$ cat config.mk
export PLATFORM = sky130hd
export DESIGN_NAME = romix_loop_ctrl
export DESIGN_NICKNAME = d
export VERILOG_FILES = /design/src/rtl/romix_loop_ctrl.sv
export SDC_FILE = /design/constraint.sdc
export NUM_CORES = 1
export LEC_CHECK = 0
export BUFFER_PORTS_ARGS = -buffer_cell sky130_fd_sc_hd__buf_2
export CAP_MARGIN = 20
export CORE_UTILIZATION = 45
export CTS_CLUSTER_DIAMETER = 30
export DETAILED_ROUTE_END_ITERATION = 7
export GPL_ROUTABILITY_DRIVEN = 0
export PLACE_DENSITY = 0.74
export SETUP_SLACK_MARGIN = 0.02
export SLEW_MARGIN = 15
export SYNTH_ARGS = -nofsm -noshare
export SYNTH_HDL_FRONTEND = slang
export SYNTH_SLANG_ARGS = --single-unit
$ cat constraint.sdc
create_clock -name clk -period 2.42 [get_ports clk]
set_clock_uncertainty 0.2 [all_clocks]
set_input_delay 0.363 -clock clk [delete_from_list [all_inputs] [get_ports clk]]
set_output_delay 0.363 -clock clk [all_outputs]
set_load 0.005 [all_outputs]
$ cat src/rtl/romix_loop_ctrl.sv
// Scrypt ROMix outer-loop sequencer: N scratchpad writes interleaved with BlockMix,
// then N data-dependent reads feeding BlockMix with X xor V[j].
module romix_loop_ctrl #(
    parameter int ADDR_BITS = 10
) (
    input  logic                 clk,
    input  logic                 rst,
    input  logic                 start,
    input  logic                 abort,
    input  logic [31:0]          x_index,
    input  logic                 bm_done,
    output logic                 bm_start,
    output logic                 bm_xor_sel,
    output logic [ADDR_BITS-1:0] mem_addr,
    output logic                 mem_we,
    output logic                 mem_re,
    output logic [ADDR_BITS-1:0] iter,
    output logic                 phase,
    output logic                 busy,
    output logic                 done
);

    // One-hot so that every strobe is a single flop bit (or OR of two) and cannot glitch.
    typedef enum logic [7:0] {
        S_IDLE     = 8'h01,
        S_WR_STORE = 8'h02,
        S_WR_MIX   = 8'h04,
        S_WR_WAIT  = 8'h08,
        S_RD_ADDR  = 8'h10,
        S_RD_MIX   = 8'h20,
        S_RD_WAIT  = 8'h40,
        S_DONE     = 8'h80
    } state_t;

    localparam int B_IDLE     = 0;
    localparam int B_WR_STORE = 1;
    localparam int B_WR_MIX   = 2;
    localparam int B_RD_ADDR  = 4;
    localparam int B_RD_MIX   = 5;
    localparam int B_RD_WAIT  = 6;
    localparam int B_DONE     = 7;

    localparam logic [ADDR_BITS-1:0] ITER_LAST = {ADDR_BITS{1'b1}};

    state_t                 state_q, state_d;
    logic [ADDR_BITS-1:0]   iter_q, iter_d;
    logic                   phase_q, phase_d;
    logic [ADDR_BITS-1:0]   mem_addr_q, mem_addr_d;
    logic                   iter_last;

    // Only the low ADDR_BITS of Integerify(X) select the block (mod N).
    logic unused_x_hi;
    assign unused_x_hi = ^x_index[31:ADDR_BITS];

    assign iter_last = (iter_q == ITER_LAST);

    always_comb begin
        state_d = state_q;
        iter_d  = iter_q;
        phase_d = phase_q;
        case (state_q)
            S_IDLE: begin
                if (start) begin
                    state_d = S_WR_STORE;
                    iter_d  = '0;
                    phase_d = 1'b0;
                end
            end
            S_WR_STORE: state_d = S_WR_MIX;
            S_WR_MIX:   state_d = S_WR_WAIT;
            S_WR_WAIT: begin
                if (bm_done) begin
                    if (iter_last) begin
                        state_d = S_RD_ADDR;
                        iter_d  = '0;
                        phase_d = 1'b1;
                    end else begin
                        state_d = S_WR_STORE;
                        iter_d  = iter_q + 1'b1;
                    end
                end
            end
            S_RD_ADDR:  state_d = S_RD_MIX;
            S_RD_MIX:   state_d = S_RD_WAIT;
            S_RD_WAIT: begin
                if (bm_done) begin
                    if (iter_last) begin
                        state_d = S_DONE;
                    end else begin
                        state_d = S_RD_ADDR;
                        iter_d  = iter_q + 1'b1;
                    end
                end
            end
            S_DONE:     state_d = S_IDLE;
            default:    state_d = S_IDLE;
        endcase

        // Cancel overrides everything, including a same-cycle bm_done or start.
        if (abort) begin
            state_d = S_IDLE;
            iter_d  = '0;
            phase_d = 1'b0;
        end
    end

    // Address is presented combinationally in the strobe cycle and held afterwards.
    always_comb begin
        mem_addr_d = mem_addr_q;
        if (state_q[B_WR_STORE]) begin
            mem_addr_d = iter_q;
        end else if (state_q[B_RD_ADDR]) begin
            mem_addr_d = x_index[ADDR_BITS-1:0];
        end
    end

    always_ff @(posedge clk or posedge rst) begin
        if (rst) begin
            state_q    <= S_IDLE;
            iter_q     <= '0;
            phase_q    <= 1'b0;
            mem_addr_q <= '0;
        end else begin
            state_q    <= state_d;
            iter_q     <= iter_d;
            phase_q    <= phase_d;
            mem_addr_q <= mem_addr_d;
        end
    end

    assign mem_we     = state_q[B_WR_STORE];
    assign mem_re     = state_q[B_RD_ADDR];
    assign bm_start   = state_q[B_WR_MIX] | state_q[B_RD_MIX];
    assign bm_xor_sel = state_q[B_RD_MIX] | state_q[B_RD_WAIT];
    assign mem_addr   = mem_addr_d;
    assign iter       = iter_q;
    assign phase      = phase_q;
    assign busy       = ~state_q[B_IDLE];
    assign done       = state_q[B_DONE];

endmodule

; ---- Word level (Yosys, flattened, before mapping)
; Index checks and enable logic that the tools add are counted.
[op_classes]
bitwise = 3
muxes = 21
add_sub_neg = 1
eq_ne = 13
reduce_logical = 5
[ops]
columns = operator, n
row1 = $mux 10, 8
row2 = $pmux 8 s7, 1
row3 = $mux 8, 5
row4 = $pmux 10 s3, 1
row5 = $ne 3x3->1 const B, 5
row6 = $add 10x1->10 const B, 1
row7 = $eq 10x10->1 const B, 1
row8 = $eq 8x1->1 const B, 1
row9 = $eq 8x2->1 const B, 1
row10 = $eq 8x3->1 const B, 1
row11 = $eq 8x4->1 const B, 1
row12 = $eq 8x5->1 const B, 1
row13 = $eq 8x6->1 const B, 1
row14 = $eq 8x7->1 const B, 1
row15 = $mux 5, 1
row16 = $reduce_and 5->1, 1
row17 = $mux 1, 4
row18 = $reduce_and 4->1, 1
row19 = $reduce_bool 4->1, 1
row20 = $reduce_and 3->1, 1
row21 = $reduce_bool 3->1, 1
row22 = $or 1x1->1, 2
row23 = $pmux 1 s2, 1
row24 = $not 1->1, 1
[totals]
output_inout_bits = 27
regBits = 29

; ---- Depth between registers and ports, before layout
; Gate-level depths: netlist of the first run.
[logic_depth]
word_depth = 5
ltp_mapped = 6
ltp_nobuf = 6

; ---- Worst setup path before layout of the first run
; Ideal clock, no wire load.
[synth_timing]
path_kind = register -> register
from = reg iter_q[0], in the netlist iter[0]
to = reg iter_q[7], in the netlist iter[7]
synth_period_minus_slack_ns = 2.090
t_arrival_ns = 1.804
slack_ns = 0.330
path_stages_with_launch = 7
cell_sequence = dfrtp_1 > ha_1 > nand3_1 > or3_4 > o221ai_1 > o21ai_4 > o211ai_1
[synth_via]
elab_chain_cells = 5
elab_cells_between_ends = 10
[synth_lines]
columns = item, line_no
row1 = "start, declared", 46  ; logic [ADDR_BITS-1:0] iter_q, iter_d;
row2 = "start signal, assigned", 125  ; iter_q <= iter_d;
row3 = $add 10x1->10 / $eq 10x10->1 (equally long branches), "79, 91, 55"
row4 = $mux 10 (on tied branches), "87, 73"
row5 = $mux 10 (on tied branches), "86, 72"
row6 = $pmux 10 s3, 61  ; case (state_q)
row7 = $mux 10, 100  ; if (abort) begin
; Parallel ways exist; a longest one is shown, timed or not. The select of a mux whose other input is x is not followed.
; A chain may end at the register's enable or synchronous reset.

; ---- Worst setup path in the final report of the first run
[layout_timing]
from = reg state_q[3]
to = reg iter_q[4], in the netlist iter[4]
[layout_via]
elab_chain_cells = 3
elab_cells_between_ends = 11
[layout_lines]
columns = item, line_no
row1 = "start, declared", 45  ; state_t state_q, state_d;
row2 = "start signal, assigned", 124  ; state_q <= state_d;
row3 = $eq 8x7->1 (tied with other cells), 61
row4 = $ne 3x3->1 (no source line) (tied with other cells), n/a
row5 = $reduce_and 5->1 (no source line) / $mux 10 (equally long branches), n/a
; Parallel ways exist; a longest one is shown, timed or not.

==> results of run 1 <==
## worst max-delay path by stage
stage / end / cells past startpoint / from / slack [ns]
2_1_floorplan: iter[7] / 6 / iter[0] / 0.33
3_3_place_gp: iter[7] / 6 / iter[0] / 0.27
3_5_place_dp: iter[2] / 6 / iter[0] / 0.25
4_1_cts: iter[4] / 5 / state_q[1] / 0.18
5_1_grt: iter[4] / 6 / state_q[3] / 0.05
6_report: iter[4] / 6 / state_q[3] / 0.19
## cells in the final DEF, fill, tap and decap left out, drive strengths merged, types with 9 or more instances in the layout
cell type,netlist,layout
nor4,11,11
mux2i,11,11
o21ai,23,23
nor2,9,9
inv,14,14
dfrtp,28,28
nand2,15,15
buf,5,53
nand3,13,13
## worst max-delay path, cell delays in order (launching register included)
cell      delay (ns)
dfrtp_1         0.43
buf_4           0.18
nor4b_1         0.56
nand3b_1        0.23
o221ai_1        0.22
o21ai_4         0.15
o21ai_0         0.18
## cell families after synthesis
family	Yosys count	synth area share [%]
buffers and inverters	24	5.51
XOR/XNOR	3	1.54
adder cells (fa/ha/maj)	1	0.735
AND/OR/NAND/NOR	79	27.1
multiplexers	11	6.47
AO/OA/AOI/OAI	42	15.9
flip-flops	29	42.7
## cell type report
type                       instances  area share, %
inverter                          14           2.43
clock inverter                     3           3.01
timing repair buffer              54           14.1
clock buffer                       5           3.18
tap                               46           2.66
sequential                        29           33.6
multi-input combinational        136           41.0
## repair_timing
item | in CTS | in global routing
resized for setup | 0 | 1
hold buffers | 1 | 0
hold endpoints to repair | 28 | 0
setup endpoints to repair | 0 | 1
buffers inserted | 0 | 0
## synthesized netlist by cell type (2+ instances only)
cell type  count  share of area (%)
a21oi_1        4                1.2
a31oi_1        4                1.5
buf_1          2               0.44
buf_2          3               0.88
clkbuf_1       5                1.1
dfrtp_1       28                 41
inv_1         14                3.1
mux2i_1       11                6.5
nand2_1       15                3.3
nand3_1       12                3.5
nand3b_1       3                1.3
nand4_1        4                1.5
nor2_1         9                2.0
nor2b_1        2               0.74
nor3_1         5                1.5
nor3_2         3                1.8
nor4_1        10                3.7
o211ai_1       3                1.3
o21ai_0       22                6.5
or3_1          5                1.8
or3_4          2                1.3
or4_4          2                1.3
xor2_1         2                1.0
## sequential cells by signal (all words and copies together) (netlist names)
register / flops
iter: 10
mem_addr_q: 10
state_q: 8
phase: 1
## power breakdown
part	switching (mW)	total (mW)	internal [mW]	leakage [nW]
sequential	0.0234	0.520	0.497	0.401
combinational	0.118	0.196	0.0779	0.519
clock	0.192	0.600	0.409	0.0681
## layer usage
layer,vias up,wire [microns],global-route usage [%]
met5,-,0,0
met4,0,60,7.39
met3,6,232,5.07
met2,66,1880,33.4
met1,765,1990,31.1
li1,795,-,-
==> flow_summary.ini, run 1 <==
[synth]
synth_seq_cells = 29
ys.flop_type = dfrtp_1
async_reset_ff_share_pct = 100
syn_inst = 189
yosysSeqAreaShare_pct = 42.7
syn-cell-area_sq_um = 1700
syn_avg_cell_area_sq_um = 9.00
synth-warning-count = 0
synthDistinctLibCells = 42
synthesis.nets = 227
synth_edf_count = 0

[power_and_ir_drop]
p_leak_nw = 0.988
peakVddDrop_v = 0.000364
pwr_density_cell_nw_per_um2 = 608
finalPower_mw = 1.32

[grt]
antenna_found_initial = 0
grt_pass1_wl_microns = 6880
gr-usage-all-layers_pct = 22.2
grt_pass1_vias = 1395
grt_max_degree = 30
grt_overflow = 0

[cts]
numCtsBuffers = 5
clock-sinks = 29
clk_latency_ns = 0.29
clock_path_buffers = 2
cts_max_level = 2
clkSlewWorstSetupHoldPaths_ns = 0.07
cts_tree = yes
cts_root_buf = clkbuf_8

[layout]
drive_gt1_share_pct = 32.0
layoutNonFillerInstCount = 287
seqCellArea_sq_um = 727
final_util_pct = 62.4
syn2layout_area_growth_pct = 27.1
antenna_cells = 0
fillers = 302
fin_nets = 278
design_area_sq_um = 2160
multi_input_area_sq_um = 887

[sta]
hold_ws_ns = 0.172
slew_headroom_pct = 59.2
rsz0062_at_grt = false
hold_viol_final = 0
drv_slew = 0
min_period_ns = 2.23
worst_slew_pin_slew_ns = 0.604
setup_viol = 0
setup_tns_ns = 0
post-route-period-util_pct = 92.2
setup_slack_ns = 0.189
fmax_mhz = 448

[floorplan]
core_area_sq_um = 3470
die_area_sq_um = 4030
start_util_pct = 49.1
row_count = 21
die_y_microns = 63.5
die_w_microns = 63.5
ios = 64

[critical_path]
crit_path_start_kind = flop
cp_max_fo = 8
worst-endpoint-required_ns = 2.43
timing.rr.start = state_q[3]
worstRegToRegCells = 6
regToRegSetupSlack_ns = 0.19
crit_arrival_ns = 2.24
cp-end-kind = flop
r2r_end = iter[4]
path_class = reg -> reg

[place]
post-place-cells = 278
dp_slack_ns = 0.254
numPortBuffers = 41
postPlaceCellArea_sq_um = 2010
dpl.hpwl_microns = 2940

[detailed_routing]
vias_per_cell = 5.69
wl_per_cell_microns = 14.5
vias = 1632
drc = 0
routed_wl_microns = 4160
first_iter_violations = 123
antenna_left = 0
dr.pass1.iters = 4

[min_path]
hold_path_class = in -> reg
hold_path_end = iter[1]
hold_start = abort
min_path_cells = 2

[outcome]
status = completed

[run]
drv_cap = 0
Note: power is estimated with default switching activity, not from simulation.
==> run 2: changes to the inputs <==
- PLACE_DENSITY: 0.74 -> 0.72
==> run 2 against run 1 <==
Net effect: final cell count decreased by 0.70%; first-iteration DRC count decreased by 54%; combinational power decreased by 2%; wire length decreased by 1.8%; global-route usage increased by 0.73 points; final area decreased by 2.9%; via count decreased by 2.0%; non-clock buffer count decreased by 2; worst hold slack got worse by 0.0046 ns; highest routed layer unchanged.
==> flow_summary.ini, run 2 (synthesized netlist as in run 1, its figures left out) <==
[place]
post-place-cells = 276
postPlaceCellArea_sq_um = 2000
dpl.hpwl_microns = 3020
numPortBuffers = 41

[min_path]
min_path_cells = 2
hold_path_end = iter[1]
hold_path_class = in -> reg
hold_start = abort

[layout]
mostFrequentLayoutCells = buf_2 (41), dfrtp_1 (28), o21ai_0 (22), nand2_1 (15), inv_1 (14)
final_util_pct = 60.6
design_area_sq_um = 2100
drive_gt1_share_pct = 31.8
mostFrequentLayoutCell = buf_2
fin_nets = 276
layoutNonFillerInstCount = 285
syn2layout_area_growth_pct = 23.5
antenna_cells = 0

[sta]
setup_tns_ns = 0
post-route-period-util_pct = 88.4
fmax_mhz = 467
slew_headroom_pct = 61.8
worst_slew_pin_slew_ns = 0.569
hold_viol_final = 0
rsz0062_at_grt = false
min_period_ns = 2.14
drv_slew = 0
setup_viol = 0

[critical_path]
crit_arrival_ns = 2.08
cp-end-kind = flop
r2r_end = state_q[4]
path_class = reg -> reg
critPathMaxStageDelay_ns = 0.50
critPathSlowestCell = o211ai_1
cp_num_buf_inv = 0
worstRegToRegCells = 4
worst-endpoint-required_ns = 2.36
regToRegSetupSlack_ns = 0.28
path_cells = nor3_2 > nand3_1 > o211ai_1 > nor2_1
crit_path_start_kind = flop
timing.rr.start = state_q[5]
critPathTopFamily = simple AND/OR/NAND/NOR gates
cp_max_fo = 8

[detailed_routing]
wl_met3_microns = 232
wl_per_cell_microns = 14.3
vias = 1599
wl_met1_microns = 2060
wl_met2_microns = 1730
routed_wl_microns = 4090
vias_per_cell = 5.61
antenna_left = 0
first_iter_violations = 56
dr.pass1.iters = 4
top_layer = met4
drc = 0

[cts]
cts_max_level = 2
clk_latency_ns = 0.29
numCtsBuffers = 5
clock-sinks = 29
clock_path_buffers = 2
cts_root_buf = clkbuf_8
cts_tree = yes
clkSlewWorstSetupHoldPaths_ns = 0.06

[power_and_ir_drop]
pwr_density_cell_nw_per_um2 = 522
finalPower_mw = 1.10
p_leak_nw = 0.953
peakVddDrop_v = 0.000305

[run]
drv_cap = 0

[floorplan]
core_area_sq_um = 3470
ios = 64
start_util_pct = 49.1
die_y_microns = 63.5
die_area_sq_um = 4030
row_count = 21
die_w_microns = 63.5

[grt]
grt_max_degree = 23
grt_pass1_vias = 1521
gr-usage-all-layers_pct = 22.9
grt_overflow = 0
antenna_found_initial = 0
grt_pass1_wl_microns = 7110

[outcome]
status = completed
-- run 2: power breakdown --
group          switching, mW  internal (mW)
Sequential            0.0207          0.497
Clock                  0.189          0.198
Combinational          0.112         0.0801
-- run 2: layer usage --
metal	global-route usage [%]	up-vias
met3	6.16	8
met4	8.52	0
met2	33.5	53
met5	0	-
met1	32.1	751
li1	-	787
-- run 2: timing repair --
| item | in CTS | in global routing |
|---|---|---|
| hold buffers | 1 | 0 |
| endpoints found under the hold margin | 13 | 0 |
| setup endpoints to repair | 0 | 6 |
| buffers inserted | 0 | 0 |
| resized for setup | 0 | 1 |
-- run 2: how the worst max path moves through the flow --
| stage | startpoint | endpoint | cells after the start |
|---|---|---|---|
| 6_report | state_q[5] | state_q[4] | 4 |
| 5_1_grt | state_q[5] | iter[3] | 5 |
| 4_1_cts | iter[0] | iter[2] | 6 |
| 3_5_place_dp | iter[0] | iter[2] | 6 |
| 3_3_place_gp | state_q[5] | iter[7] | 5 |
| 2_1_floorplan | iter[0] | iter[7] | 6 |
-- run 2: area by class of cell --
type                    count  area (sq um)
clock buffers               5          68.8
multi-input cells         136           887
fillers                   335          1370
inverters                  14          52.6
flip-flops and latches     29           727
repair buffers             52           290
well taps                  46          57.6
clock inverters             3          17.5
-- run 2: stage by stage --
step | hold WS (ns) | worst slack, ns
6_report | 0.168 | 0.280
3_3_place_gp | 0.214 | 0.257
5_1_grt | 0.167 | 0.0836
2_1_floorplan | 0.240 | 0.330
4_1_cts | 0.164 | 0.220
3_5_place_dp | 0.216 | 0.230
-- run 2: worst register-to-register path, stage by stage (launching register included) --
cell	delay [ns]
dfrtp_1	0.47
nor3_2	0.41
nand3_1	0.30
o211ai_1	0.50
nor2_1	0.12
